<file path="src/rtl/keypad_emulator.sv">
// Keypad-side responder for a 4x4 row-scan/column-sense matrix.
// It presents one virtual key press, with LFSR-driven contact bounce on press and release.
`timescale 1ns/1ps
module keypad_emulator #(
    parameter int BOUNCE_CYCLES = 8,
    parameter int GAP_CYCLES    = 16
) (
    input  logic        clk,
    input  logic        rst_n,
    input  logic        req_valid,
    input  logic [3:0]  req_key,
    input  logic [15:0] req_hold,
    output logic        req_ready,
    input  logic        abort,
    input  logic [3:0]  row_scn,
    output logic [3:0]  col_out,
    output logic        busy,
    output logic        done
);

    typedef enum logic [2:0] {
        ST_IDLE    = 3'd0,
        ST_PBOUNCE = 3'd1,
        ST_HOLD    = 3'd2,
        ST_RBOUNCE = 3'd3,
        ST_GAP     = 3'd4
    } state_t;

    localparam logic [15:0] BOUNCE_LOAD = 16'(BOUNCE_CYCLES - 1);
    localparam logic [15:0] GAP_LOAD    = 16'(GAP_CYCLES - 1);

    // Taps x^8+x^6+x^5+x^4+1; from a nonzero seed the sequence never hits zero.
    function automatic logic [7:0] lfsr_next(input logic [7:0] s);
        return {s[6:0], s[7] ^ s[5] ^ s[4] ^ s[3]};
    endfunction

    state_t      state_q, state_d;
    logic [15:0] cnt_q, cnt_d;
    logic [15:0] hold_q, hold_d;
    logic [3:0]  key_q, key_d;
    logic [7:0]  lfsr_q, lfsr_d;
    logic        contact_q, contact_d;
    logic        done_q, done_d;

    // Next-state, counter and latch logic for the press sequence.
    always_comb begin
        state_d = state_q;
        cnt_d   = cnt_q;
        hold_d  = hold_q;
        key_d   = key_q;
        done_d  = 1'b0;
        lfsr_d  = lfsr_next(lfsr_q);
        case (state_q)
            ST_IDLE: begin
                if (req_valid) begin
                    key_d   = req_key;
                    hold_d  = (req_hold == 16'd0) ? 16'd1 : req_hold;
                    cnt_d   = BOUNCE_LOAD;
                    state_d = ST_PBOUNCE;
                end else begin
                    state_d = ST_IDLE;
                end
            end
            ST_PBOUNCE: begin
                if (abort) begin
                    cnt_d   = GAP_LOAD;
                    state_d = ST_GAP;
                end else if (cnt_q == 16'd0) begin
                    cnt_d   = hold_q - 16'd1;
                    state_d = ST_HOLD;
                end else begin
                    cnt_d = cnt_q - 16'd1;
                end
            end
            ST_HOLD: begin
                if (abort) begin
                    cnt_d   = GAP_LOAD;
                    state_d = ST_GAP;
                end else if (cnt_q == 16'd0) begin
                    cnt_d   = BOUNCE_LOAD;
                    state_d = ST_RBOUNCE;
                end else begin
                    cnt_d = cnt_q - 16'd1;
                end
            end
            ST_RBOUNCE: begin
                if (abort || (cnt_q == 16'd0)) begin
                    cnt_d   = GAP_LOAD;
                    state_d = ST_GAP;
                end else begin
                    cnt_d = cnt_q - 16'd1;
                end
            end
            ST_GAP: begin
                if (cnt_q == 16'd0) begin
                    done_d  = 1'b1;
                    state_d = ST_IDLE;
                end else begin
                    cnt_d = cnt_q - 16'd1;
                end
            end
            default: begin
                cnt_d   = 16'd0;
                state_d = ST_IDLE;
            end
        endcase
    end

    // Contact is decoded from the next state so the registered value lines up with state_q.
    always_comb begin
        contact_d = 1'b0;
        case (state_d)
            ST_PBOUNCE: contact_d = lfsr_q[0];
            ST_HOLD:    contact_d = 1'b1;
            ST_RBOUNCE: contact_d = lfsr_q[0];
            default:    contact_d = 1'b0;
        endcase
    end

    // State register with synchronous active-low reset.
    always_ff @(posedge clk) begin
        if (!rst_n) begin
            state_q   <= ST_IDLE;
            cnt_q     <= 16'd0;
            hold_q    <= 16'd1;
            key_q     <= 4'd0;
            lfsr_q    <= 8'hA5;
            contact_q <= 1'b0;
            done_q    <= 1'b0;
        end else begin
            state_q   <= state_d;
            cnt_q     <= cnt_d;
            hold_q    <= hold_d;
            key_q     <= key_d;
            lfsr_q    <= lfsr_d;
            contact_q <= contact_d;
            done_q    <= done_d;
        end
    end

    // Only the target row is examined; the live strobe passes through with no register.
    always_comb begin
        if (contact_q && (row_scn[key_q[3:2]] == 1'b0)) begin
            col_out = 4'b1111 & ~(4'b0001 << key_q[1:0]);
        end else begin
            col_out = 4'b1111;
        end
    end

    assign req_ready = (state_q == ST_IDLE);
    assign busy      = (state_q != ST_IDLE);
    assign done      = done_q;

endmodule

</file>
<file path="config.mk">
export PLATFORM = sky130hd
export DESIGN_NAME = keypad_emulator
export DESIGN_NICKNAME = d
export VERILOG_FILES = /design/src/rtl/keypad_emulator.sv
export SDC_FILE = /design/constraint.sdc
export NUM_CORES = 1
export LEC_CHECK = 0
export ABC_CLOCK_PERIOD_IN_PS = 3800
export CORE_MARGIN = 3
export CORE_UTILIZATION = 60
export CTS_CLUSTER_DIAMETER = 120
export CTS_CLUSTER_SIZE = 10
export DETAILED_ROUTE_END_ITERATION = 10
export DONT_BUFFER_PORTS = 1
export PLACE_DENSITY_LB_ADDON = 0.05
export SETUP_SLACK_MARGIN = 0.3
export SLEW_MARGIN = 0
export SYNTH_ARGS = -nofsm -noshare
export SYNTH_HDL_FRONTEND = slang
export SYNTH_SLANG_ARGS = --single-unit
</file>
<file path="constraint.sdc">
create_clock -name clk -period 3.8 [get_ports clk]
set_input_delay 0.19 -clock clk [delete_from_list [all_inputs] [get_ports clk]]
set_output_delay 0.19 -clock clk [all_outputs]
set_load 0.01 [all_outputs]
</file>
==> key figures <==
Logic synthesis
  • Yosys top cell by area: dfxtp_1
  • Synth Cell Area: approximately 2700 µm²
  • Syn Area/Cell: about 7.7 µm²
  • Syn Nets: approximately 380
  • Share of the synthesized area in the top cell type: a little over a third
  • Primary FF master, synth: dfxtp_1
  • Synth Warn #: 0
  • Main area contributors after synthesis: dfxtp_1, nand2_1, a21oi_1
  • Async set-reset flop share out of synthesis: 0%
  • Synth cell types: 53
  • #FFs+latches synth: between 40 and 50
  • Cell count after synthesis: between 300 and 400
  • Post-synthesis sequential area ratio: around 36%
  • Post-synth EDFFs: 0

STA
  • Fmax achieved: approximately 0.37 GHz
  • Hold_ws: around 0.0085 ns
  • Slew Limit Headroom: 23.47%
  • Final period utilization: between 70% and 80%
  • Clock Skew: 0.003886 ns
  • Fin. max-slew vios: 0
  • Slew @ Worst Pin: ~1.1 ns
  • Final min period: between 2 and 3 ns
  • Final hold vios: 0
  • # setup viols final: 0
  • Setup TNS: 0 ns
  • RSZ-0062 raised after global routing: no

Critical path
  • Crit-path max cell delay: about 0.54 ns
  • Crit path launch: cnt_q[0]
  • Kind of critical path: reg2reg
  • Most frequent CP cell: o21ai_0
  • Critical path required time: between 4 and 5 ns
  • Crit-path leading delay family: simple AND/OR/NAND/NOR gates
  • Critical Path End Type: flop
  • Worst path cell trace: inv_1 -> ha_1 -> nor4b_4 -> nand4_1 -> o22ai_1 -> and2_1 -> o21ai_0 -> o21ai_0
  • WP buf/inv: 1
  • Crit Path Max Fanout: 12
  • Critical Path AT: 2.95 ns
  • R2R Path Start: cnt_q[0]
  • Crit path max-delay cell type: nand4_1
  • Crit start category: flop

Final layout
  • Final core area utilization: between 60% and 70%
  • Diode count: 0
  • Layout cells sized above 1: approximately 6.0%
  • Synth-to-layout area growth: 5.285%
  • Post-Layout Cell Count: approximately 400
  • Most common cell after layout, fill and taps aside: nand2_1
  • Commonest cells after routing, fill and taps aside: nand2_1, dfxtp_1, a21oi_1
  • Design Area, Final: approximately 2900 µm²
  • # nets final: around 380

Power
  • Power share of the clock group: about a quarter
  • PwrDens: around 500 nW/µm²
  • Switching share of power: a little over a third
  • Comb power frac: a little under a third
  • Reg power frac: between 40% and 50%
  • Int Pwr: 939.2 µW
  • Leak: 1.065 nW
  • Peak VDD IR: around 0.24 mV
  • Sw Pwr: approximately 520 µW

Placed design
  • Placed Instances: 389
  • RePlAce Congestion: a little over 0.9
  • Dpl hpwl: 4.469 mm
  • Port buffer count: 0
  • Placed Area: around 2700 µm²

Global routing
  • Largest net degree at the start of global routing: 26
  • Vias in the first global route: approximately 2,400
  • Grt ovf: 0
  • Antenna violations before repair: 0
  • Global-route wire length before repair: roughly 11 mm
  • Total track usage: between 20 and 25%

Job
  • Max_cap viols: 0

Clock tree
  • CTS root buf: clkbuf_8
  • Clk_lat worst skew: ~0.30 ns
  • # clock sinks: 49
  • CTS tree: built
  • Num CTS Buffers: 5
  • Buffer count from post-CTS setup fixing: 0
  • Deepest clock path buffer count: 2
  • Quantity of gates resized following cts: 0
  • Htree depth: 2
  • Worst-path clk slew: approximately 0.090 ns

Drt
  • Pre-antenna DRT Iters: 5
  • Vias post-DR: 2,566
  • Routed vias/inst: ~6.4
  • Routed WL per cell: between 15 and 20 µm
  • Post-DRT Antenna Nets: 0
  • Final WL: 6.236 mm
  • DRC errors left: 0
  • Initial DRC Count: between 200 and 300

Floorplanning
  • Top-Level Pins: 35
  • Die Y-Extent: between 70 and 80 µm
  • Die Width: 73.36 µm
  • Die area: between 5000 and 6000 µm²
  • Initial Utilization: around 65%
  • Core Area: roughly 4200 µm²
  • Row cnt: 23

Hold path
  • Min-delay src: req_key[2]
  • Hold Path Class: in2reg

Run status
  • Status: finished clean
[flip-flops by register name, indices dropped and copies added (netlist names)]
register / cells
lfsr_q: 8
hold_q: 16
done: 1
cnt_q: 16
state_q: 3
key_q: 4
contact_q: 1
[path summary, 6_finish.rpt]
| check | end | slack, ns | cells after the start |
|---|---|---|---|
| worst min-delay path | key_q[2] | 0.008 | 2 |
| worst min register to register | lfsr_q[7] | 0.41 | 1 |
| worst max-delay path | cnt_q[10] | 1.08 | 8 |
| worst max register to register | cnt_q[10] | 1.08 | 8 |
[cell usage after synthesis (4+ instances only)]
cell type,instances
a21oi_1,41
a31oi_1,4
and2_1,5
clkbuf_1,12
dfxtp_1,49
inv_1,12
nand2_1,59
nand2b_1,9
nand3_1,6
nor2_1,24
nor3_1,20
nor4_1,7
o211ai_1,4
o21ai_0,26
o22ai_1,4
xnor2_1,6
xor2_1,13
[worst reg2reg max path: stages (launching register included)]
cell     delay [ns]
dfxtp_1        0.35
inv_1          0.12
ha_1           0.22
nor4b_4        0.37
nand4_1        0.54
o22ai_1        0.37
and2_1         0.44
o21ai_0        0.16
o21ai_0        0.09
[power groups by stage]
| stage | sequential (mW) | clock [mW] | combinational [mW] |
|---|---|---|---|
| after floorplan | 0.611 | 0 | 0.371 |
| after global placement | 0.629 | 0 | 0.431 |
| after detailed placement | 0.629 | 0 | 0.433 |
| after CTS | 0.618 | 0.391 | 0.439 |
| after global routing | 0.628 | 0.417 | 0.499 |
| final | 0.620 | 0.389 | 0.447 |
[area by class of cell]
type                            count  area (µm²)
Clock inverter                      2       37.54
Tap cell                           50       62.56
Inverter                           12       45.04
Timing Repair Buffer                2       20.02
Clock buffer                        6       82.58
Fill cell                         357        1306
Multi-Input combinational cell    278        1638
Sequential cell                    49       980.9
[cells by family after synthesis]
kind of cell,count (synthesis),synth area share (%)
AO/OA/AOI/OAI,100,21.69
XOR/XNOR,19,6.112
adder cells (fa/ha/maj),2,0.9190
buffers and inverters,27,3.814
flip-flops,49,36.03
multiplexers,3,1.562
AND/OR/NAND/NOR,154,29.87
[through the flow]
| step | power [mW] | worst slack, ns |
|---|---|---|
| after floorplan | 0.9817 | 1.814 |
| after global placement | 1.060 | 1.290 |
| after detailed placement | 1.062 | 1.195 |
| after CTS | 1.449 | 1.149 |
| after global routing | 1.544 | 0.8580 |
| final | 1.456 | 1.080 |
[metal layers]
metal | vias up | global-route usage, % | part of all wire (%)
met2 | 116 | 38.83 | 44
met5 | - | 0 | 0
met1 | 1187 | 33.39 | 46
met4 | 0 | 9.457 | 1.9
li1 | 1248 | - | -
met3 | 15 | 5.882 | 8.1
[repair_timing]
item,in CTS,in global routing
hold buffers,1,1
endpoints found under the setup margin,0,0
hold endpoints to repair,5,3
(Power assumes the default switching activity.)
